File: config.mk
export PLATFORM = sky130hd
export DESIGN_NAME = uart_rx_deframer_flat
export DESIGN_NICKNAME = d
export VERILOG_FILES = /design/src/rtl/uart_pkg.sv /design/src/rtl/uart_rx_deframer_if.sv /design/src/rtl/uart_rx_sync.sv /design/src/rtl/uart_rx_deframer.sv /design/src/flat_wrapper.sv
export SDC_FILE = /design/constraint.sdc
export NUM_CORES = 1
export LEC_CHECK = 0
export ABC_AREA = 1
export BUFFER_PORTS_ARGS = -buffer_cell sky130_fd_sc_hd__clkbuf_2
export CAP_MARGIN = 20
export CORE_MARGIN = 3
export CORE_UTILIZATION = 50
export CTS_CLUSTER_DIAMETER = 30
export CTS_CLUSTER_SIZE = 40
export DETAILED_ROUTE_END_ITERATION = 16
export PLACE_DENSITY = 0.66
export SLEW_MARGIN = 20
export SYNTH_ARGS = -nofsm -noshare
export SYNTH_HDL_FRONTEND = slang
export SYNTH_SLANG_ARGS = --single-unit
File: constraint.sdc
create_clock -name CLOCK -period 2.48 [get_ports CLOCK]
set_input_delay 0.372 -clock CLOCK [delete_from_list [all_inputs] [get_ports CLOCK]]
set_output_delay 0.372 -clock CLOCK [all_outputs]
set_load 0.005 [all_outputs]
File: src/rtl/uart_pkg.sv
// Shared UART definitions: receiver state encoding, default bit period
// (also used by the transmitter) and a parity helper.
package uart_pkg;

    localparam int DEFAULT_CLKS_PER_BIT = 434;

    // Receiver FSM state encoding (3 bits, encoding 7 is never used)
    typedef logic [2:0] rx_state_t;

    localparam rx_state_t ST_IDLE    = 3'd0;
    localparam rx_state_t ST_START   = 3'd1;
    localparam rx_state_t ST_DATA    = 3'd2;
    localparam rx_state_t ST_PARITY  = 3'd3;
    localparam rx_state_t ST_STOP    = 3'd4;
    localparam rx_state_t ST_BREAK   = 3'd5;
    localparam rx_state_t ST_CLEANUP = 3'd6;

    // Even-parity bit for a data byte (XOR of all bits)
    function automatic logic even_parity(input logic [7:0] data);
        return ^data;
    endfunction

endpackage

File: src/rtl/uart_rx_deframer_if.sv
// Receive-side output bundle of the UART deframer.
// master: the deframer driving the byte and strobes; slave: the consumer.
interface uart_rx_deframer_if;
    logic [7:0] O_RX_BYTE;
    logic       O_RX_DV;
    logic       O_FRAME_ERR;
    logic       O_PARITY_ERR;
    logic       O_RX_BUSY;

    modport master (
        output O_RX_BYTE,
        output O_RX_DV,
        output O_FRAME_ERR,
        output O_PARITY_ERR,
        output O_RX_BUSY
    );

    modport slave (
        input O_RX_BYTE,
        input O_RX_DV,
        input O_FRAME_ERR,
        input O_PARITY_ERR,
        input O_RX_BUSY
    );
endinterface

File: src/rtl/uart_rx_sync.sv
// Multi-stage synchroniser for the asynchronous serial line.
// Flops reset to 1 so the line reads as idle while in reset.
module uart_rx_sync #(
    parameter int SYNC_STAGES = 2
) (
    input  logic clk,
    input  logic rst_n,
    input  logic rx_async,
    output logic rx_s
);

    logic [SYNC_STAGES-1:0] sync_q;
    logic [SYNC_STAGES-1:0] sync_d;

    // Shift the raw line in at the bottom of the chain
    always_comb begin
        sync_d = {sync_q[SYNC_STAGES-2:0], rx_async};
    end

    // Synchroniser chain, reset to the idle level
    always_ff @(posedge clk or negedge rst_n) begin
        if (!rst_n) begin
            sync_q <= {SYNC_STAGES{1'b1}};
        end else begin
            sync_q <= sync_d;
        end
    end

    assign rx_s = sync_q[SYNC_STAGES-1];

endmodule

File: src/rtl/uart_rx_deframer.sv
// UART receive deframer: 8N1 by default, 8E1 when UART_RX_PARITY_EN is
// defined. Validates the start bit at mid-bit, samples each data bit at
// mid-bit, checks the stop bit and emits one-cycle DV / error strobes.
import uart_pkg::*;

module uart_rx_deframer #(
    parameter int CLKS_PER_BIT = DEFAULT_CLKS_PER_BIT,
    parameter int SYNC_STAGES  = 2
) (
    input  logic                CLOCK,
    input  logic                RESET_N,
    input  logic                RX_SERIAL,
    uart_rx_deframer_if.master  rx_if
);

    localparam int CW = $clog2(CLKS_PER_BIT);
    localparam logic [CW-1:0] HALF_LAST = CW'(CLKS_PER_BIT / 2 - 1);
    localparam logic [CW-1:0] BIT_LAST  = CW'(CLKS_PER_BIT - 1);
    localparam logic [CW-1:0] CNT_ZERO  = '0;
    localparam logic [CW-1:0] CNT_ONE   = CW'(1);

    logic      rx_s;
    rx_state_t state_q,   state_d;
    logic [CW-1:0] clk_cnt_q, clk_cnt_d;
    logic [2:0] bit_idx_q, bit_idx_d;
    logic [7:0] shift_q,   shift_d;
    logic [7:0] rx_byte_q, rx_byte_d;
    logic       dv_q,      dv_d;
    logic       ferr_q,    ferr_d;
    logic       busy_q,    busy_d;
`ifdef UART_RX_PARITY_EN
    logic       par_bit_q, par_bit_d;
    logic       perr_q,    perr_d;
`endif

    uart_rx_sync #(.SYNC_STAGES(SYNC_STAGES)) u_sync (
        .clk      (CLOCK),
        .rst_n    (RESET_N),
        .rx_async (RX_SERIAL),
        .rx_s     (rx_s)
    );

    // Frame FSM: bit timing, data capture, stop/parity checks, strobes
    always_comb begin
        state_d   = state_q;
        clk_cnt_d = clk_cnt_q;
        bit_idx_d = bit_idx_q;
        shift_d   = shift_q;
        rx_byte_d = rx_byte_q;
        busy_d    = busy_q;
        dv_d      = 1'b0;
        ferr_d    = 1'b0;
`ifdef UART_RX_PARITY_EN
        par_bit_d = par_bit_q;
        perr_d    = 1'b0;
`endif
        case (state_q)
            ST_IDLE: begin
                clk_cnt_d = CNT_ZERO;
                bit_idx_d = 3'd0;
                if (!rx_s) begin
                    state_d = ST_START;
                end else begin
                    state_d = ST_IDLE;
                end
            end
            ST_START: begin
                if (clk_cnt_q == HALF_LAST) begin
                    clk_cnt_d = CNT_ZERO;
                    if (!rx_s) begin
                        busy_d  = 1'b1;
                        state_d = ST_DATA;
                    end else begin
                        state_d = ST_IDLE;
                    end
                end else begin
                    clk_cnt_d = clk_cnt_q + CNT_ONE;
                end
            end
            ST_DATA: begin
                if (clk_cnt_q == BIT_LAST) begin
                    clk_cnt_d          = CNT_ZERO;
                    shift_d[bit_idx_q] = rx_s;
                    if (bit_idx_q == 3'd7) begin
                        bit_idx_d = 3'd0;
`ifdef UART_RX_PARITY_EN
                        state_d   = ST_PARITY;
`else
                        state_d   = ST_STOP;
`endif
                    end else begin
                        bit_idx_d = bit_idx_q + 3'd1;
                    end
                end else begin
                    clk_cnt_d = clk_cnt_q + CNT_ONE;
                end
            end
`ifdef UART_RX_PARITY_EN
            ST_PARITY: begin
                if (clk_cnt_q == BIT_LAST) begin
                    clk_cnt_d = CNT_ZERO;
                    par_bit_d = rx_s;
                    state_d   = ST_STOP;
                end else begin
                    clk_cnt_d = clk_cnt_q + CNT_ONE;
                end
            end
`endif
            ST_STOP: begin
                if (clk_cnt_q == BIT_LAST) begin
                    clk_cnt_d = CNT_ZERO;
                    if (rx_s) begin
`ifdef UART_RX_PARITY_EN
                        if (par_bit_q != even_parity(shift_q)) begin
                            perr_d = 1'b1;
                        end else begin
                            rx_byte_d = shift_q;
                            dv_d      = 1'b1;
                        end
`else
                        rx_byte_d = shift_q;
                        dv_d      = 1'b1;
`endif
                        state_d = ST_CLEANUP;
                    end else begin
                        ferr_d  = 1'b1;
                        state_d = ST_BREAK;
                    end
                end else begin
                    clk_cnt_d = clk_cnt_q + CNT_ONE;
                end
            end
            ST_BREAK: begin
                // Hold off until the line returns high so a long low
                // level is not mistaken for a new start bit
                if (rx_s) begin
                    state_d = ST_CLEANUP;
                end else begin
                    state_d = ST_BREAK;
                end
            end
            ST_CLEANUP: begin
                clk_cnt_d = CNT_ZERO;
                bit_idx_d = 3'd0;
                busy_d    = 1'b0;
                state_d   = ST_IDLE;
            end
            default: begin
                clk_cnt_d = CNT_ZERO;
                bit_idx_d = 3'd0;
                busy_d    = 1'b0;
                state_d   = ST_IDLE;
            end
        endcase
    end

    // State, counters, data and registered outputs
    always_ff @(posedge CLOCK or negedge RESET_N) begin
        if (!RESET_N) begin
            state_q   <= ST_IDLE;
            clk_cnt_q <= CNT_ZERO;
            bit_idx_q <= 3'd0;
            shift_q   <= 8'h00;
            rx_byte_q <= 8'h00;
            dv_q      <= 1'b0;
            ferr_q    <= 1'b0;
            busy_q    <= 1'b0;
`ifdef UART_RX_PARITY_EN
            par_bit_q <= 1'b0;
            perr_q    <= 1'b0;
`endif
        end else begin
            state_q   <= state_d;
            clk_cnt_q <= clk_cnt_d;
            bit_idx_q <= bit_idx_d;
            shift_q   <= shift_d;
            rx_byte_q <= rx_byte_d;
            dv_q      <= dv_d;
            ferr_q    <= ferr_d;
            busy_q    <= busy_d;
`ifdef UART_RX_PARITY_EN
            par_bit_q <= par_bit_d;
            perr_q    <= perr_d;
`endif
        end
    end

    assign rx_if.O_RX_BYTE   = rx_byte_q;
    assign rx_if.O_RX_DV     = dv_q;
    assign rx_if.O_FRAME_ERR = ferr_q;
    assign rx_if.O_RX_BUSY   = busy_q;
`ifdef UART_RX_PARITY_EN
    assign rx_if.O_PARITY_ERR = perr_q;
`else
    assign rx_if.O_PARITY_ERR = 1'b0;
`endif

endmodule

File: src/flat_wrapper.sv
// flat-port wrapper written by rule: the top's interface ports become plain ports
module uart_rx_deframer_flat 
#(
    parameter int CLKS_PER_BIT = DEFAULT_CLKS_PER_BIT,
    parameter int SYNC_STAGES  = 2
)
  (CLOCK, RESET_N, RX_SERIAL, rx_if_O_RX_BYTE, rx_if_O_RX_DV, rx_if_O_FRAME_ERR, rx_if_O_PARITY_ERR, rx_if_O_RX_BUSY);
  uart_rx_deframer_if rx_if_i ();
  input  logic CLOCK;
  input  logic RESET_N;
  input  logic RX_SERIAL;
  output wire logic [$bits(rx_if_i.O_RX_BYTE)-1:0] rx_if_O_RX_BYTE;
  output wire logic [$bits(rx_if_i.O_RX_DV)-1:0] rx_if_O_RX_DV;
  output wire logic [$bits(rx_if_i.O_FRAME_ERR)-1:0] rx_if_O_FRAME_ERR;
  output wire logic [$bits(rx_if_i.O_PARITY_ERR)-1:0] rx_if_O_PARITY_ERR;
  output wire logic [$bits(rx_if_i.O_RX_BUSY)-1:0] rx_if_O_RX_BUSY;
  assign rx_if_O_RX_BYTE = rx_if_i.O_RX_BYTE;
  assign rx_if_O_RX_DV = rx_if_i.O_RX_DV;
  assign rx_if_O_FRAME_ERR = rx_if_i.O_FRAME_ERR;
  assign rx_if_O_PARITY_ERR = rx_if_i.O_PARITY_ERR;
  assign rx_if_O_RX_BUSY = rx_if_i.O_RX_BUSY;
  uart_rx_deframer #(.CLKS_PER_BIT(CLKS_PER_BIT), .SYNC_STAGES(SYNC_STAGES)) u_core (.CLOCK(CLOCK), .RESET_N(RESET_N), .RX_SERIAL(RX_SERIAL), .rx_if(rx_if_i));
endmodule
==> flow_metrics.py <==
metrics = {
    "run_status": {
        "status": "complete, no violations",
    },
    "yosys": {
        "netlist.area_leader.share_pct": 43.9,
        "synth_async_sr_flop_share_pct": 100,
        "syn_area_um2": 1940,
        "yosys_register_bits": 36,
        "synth_area_leaders": "dfrtp_1 44%, nand2_1 17%, nand4_1 4.8%",
        "synth.most_common_cell": "nand2_1",
        "ys_warn_count": 0,
        "yosys.area.top_type": "dfrtp_1",
        "yosysUniqueCellTypes": 28,
        "synth_edf_count": 0,
        "ys_seq_area_share_pct": 46.6,
        "synth-main-ff-cell": "dfrtp_1",
        "postSynthAreaPerCell_um2": 8.18,
        "synth_commonest_cells": "88 x nand2_1, 34 x dfrtp_1, 18 x inv_1, 18 x nand3_1, 16 x nor2_1",
        "syn_inst": 237,
        "synth_fp_nets": 245,
    },
    "detailed_routing": {
        "avgViaCountPerCell": 5.05,
        "first_pass_iters": 4,
        "dr.first_iter.drc_count": 141,
        "met2WireLength_um": 1480,
        "routed_wl_um": 3510,
        "drc": 0,
        "top_layer_used": "met4",
        "wl_per_cell_um": 11.7,
        "vias": 1516,
        "ant_nets": 0,
        "dr_wl_met3_um": 156,
        "wl_met1_um": 1810,
    },
    "placement": {
        "gp_congestion": 0.875,
        "hpwlAfterDp_um": 2510,
        "portBuffers": 13,
        "place_area_um2": 2020,
        "pre_cts_slack_ns": 0.938,
    },
    "sta": {
        "setup_tns_ns": 0,
        "fmax_mhz": 647,
        "drv_slew": 0,
        "fin_crit_ns": 1.55,
        "rsz0062_at_grt": "no",
        "max_slew_margin_pct": 42.4,
        "hold_viol": 0,
        "setup_violations": 0,
        "setup_ws_ns": 0.934,
        "skew_ns": 0.00367,
        "worst_pin_slew_ns": 0.865,
        "post-route-period-util_pct": 62.3,
        "whs_ns": 0.155,
    },
    "cts": {
        "cts_buffers": 5,
        "cts_tree": "done",
        "ctsRootBufferMaster": "clkbuf_8",
        "clkSinkCount": 36,
        "post_cts_buffers": 0,
        "clock_latency_ns": 0.29,
        "h-tree-depth": 2,
        "cts.reportedPaths.clkPinSlew_ns": 0.07,
        "cts.path.max_buffers": 2,
        "ctsHoldBuffers": 0,
        "cts_resized": 0,
    },
    "power_and_ir_drop": {
        "power_density_nw_per_um2": 526,
        "power_frac_clock_pct": 45.8,
        "leakage_nw": 1.15,
        "ir_drop_uv": 470,
        "power.switching_uw": 233,
        "sw_frac_of_total_pct": 20.8,
        "power.internal_uw": 889,
        "combPwrFrac_pct": 1.2,
        "p_seq_share_pct": 52.9,
    },
    "floorplanning": {
        "io_pins": 15,
        "start_util_pct": 55.0,
        "die_area_um2": 4660,
        "num_rows": 21,
        "die_x_um": 68.3,
        "core_um2": 3520,
        "die_h_um": 68.3,
    },
    "global_route": {
        "grt_pass1_vias": 1351,
        "grt_usage_pct": 18.3,
        "antenna_found_initial": 0,
        "grt_max_degree": 37,
        "grt_pass1_wl_um": 6300,
        "grt_overflow_total": 0,
    },
    "finish": {
        "drive_gt1_share_pct": 18.5,
        "final-seq-area_um2": 903,
        "diodes": 0,
        "fin_util_pct": 60.6,
        "multi_input_area_um2": 905,
        "area_delta_synth_final_pct": 10.1,
        "final_area_um2": 2130,
        "n_fill_cell": 343,
        "fin_nets": 261,
    },
    "critical_path": {
        "cp.required_ns": 2.67,
        "cp-end-kind": "flop",
        "worstPathMaxFanout": 16,
        "critical_path_class": "reg -> reg",
        "crit_path_start_kind": "flop",
        "cp.arrival_ns": 1.73,
    },
    "job": {
        "drv_cap": 0,
    },
    "hold_path": {
        "hold_class": "in -> reg",
    },
}
-- routing by layer --
layer  GRT usage, %  vias up
met5              0        -
met4           9.18        0
met3           4.43        7
met2           25.8       32
met1           26.0      691
li1               -      786
-- final timing paths --
| check | from | end | slack, ns | cells after the start |
|---|---|---|---|---|
| setup / recovery | u_core.clk_cnt_q[1]$_DFFE_PN0N_ | u_core.shift_q[5]$_DFFE_PN0P_ | 0.93 | 9 |
| hold / removal | RX_SERIAL | u_core.u_sync.sync_q[0]$_DFF_PN1_ | 0.16 | 1 |
| setup reg to reg | u_core.clk_cnt_q[1]$_DFFE_PN0N_ | u_core.shift_q[5]$_DFFE_PN0P_ | 0.93 | 9 |
| hold reg to reg | u_core.u_sync.sync_q[0]$_DFF_PN1_ | u_core.u_sync.sync_q[1]$_DFF_PN1_ | 0.36 | 0 |
| max in group asynchronous | RESET_N | u_core.rx_if.O_RX_BUSY$_DFFE_PN0P_ | 1.75 | 1 |
| min in group asynchronous | RESET_N | u_core.clk_cnt_q[4]$_DFFE_PN0N_ | 0.18 | 1 |
-- cell usage in the layout, fill, tap and decap left out, drive strengths merged --
master and n:
nand3 21, nor4 1, conb 1, clkinvlp 1, o21ai 7, inv 23
nand4 15, ha 5, clkinv 2, clkbuf 18, xor2 4, nand2 95
dfrtp 34, dfstp 2, nand3b 1, nor2 23, bufinv 1
-- cell families after synthesis --
group                      share of synthesized area, %
DFF                                                46.6
AOI/OAI and AO/OA                                  2.00
adders and majority gates                          3.23
and+or+nand+nor                                    39.4
other                                             0.193
buffers and inverters                              6.71
xor gates and xnor gates                           1.81
-- worst max-delay path, stage by stage (launching register included) --
cell and delay [ns]:
dfrtp_1 0.40, inv_1 0.10, ha_1 0.15, nand2_1 0.06, nor2_2 0.16, nand2_4 0.12, nor2_8 0.21, nand3_1 0.11
nand2_1 0.08, nand2_1 0.04
-- layout make-up --
| class | instances | area share [%] |
|---|---|---|
| repair buffers | 13 | 3.05 |
| well taps | 46 | 2.70 |
| inverters | 24 | 4.34 |
| clock inverters | 3 | 1.99 |
| clock buffers | 5 | 3.22 |
| multi-input cells | 173 | 42.4 |
| flip-flops and latches | 36 | 42.3 |
-- through the flow --
step	power, mW	instances
after detailed placement	0.620	292
final	1.12	300
after global routing	1.16	300
after floorplan	0.608	237
after global placement	0.620	292
after CTS	1.14	300
-- power by group through the flow --
stage               registers (mW)  logic (mW)  clock network (mW)
floorplan                    0.602     0.00521                   0
global placement             0.605      0.0153                   0
detailed placement           0.605      0.0154                   0
CTS                          0.593      0.0152               0.531
global route                 0.594      0.0173               0.553
finish                       0.594      0.0140               0.514
-- registers in the layout (all words and copies together) (netlist names) --
name	flops
u_core.u_sync.sync_q	2
u_core.bit_idx_q	3
u_core.rx_if.O_RX_BUSY	1
u_core.shift_q	8
u_core.rx_if.O_RX_DV	1
u_core.rx_if.O_FRAME_ERR	1
u_core.rx_if.O_RX_BYTE	8
u_core.state_q	3
u_core.clk_cnt_q	9
No activity file was read; power rests on OpenSTA's default activity.
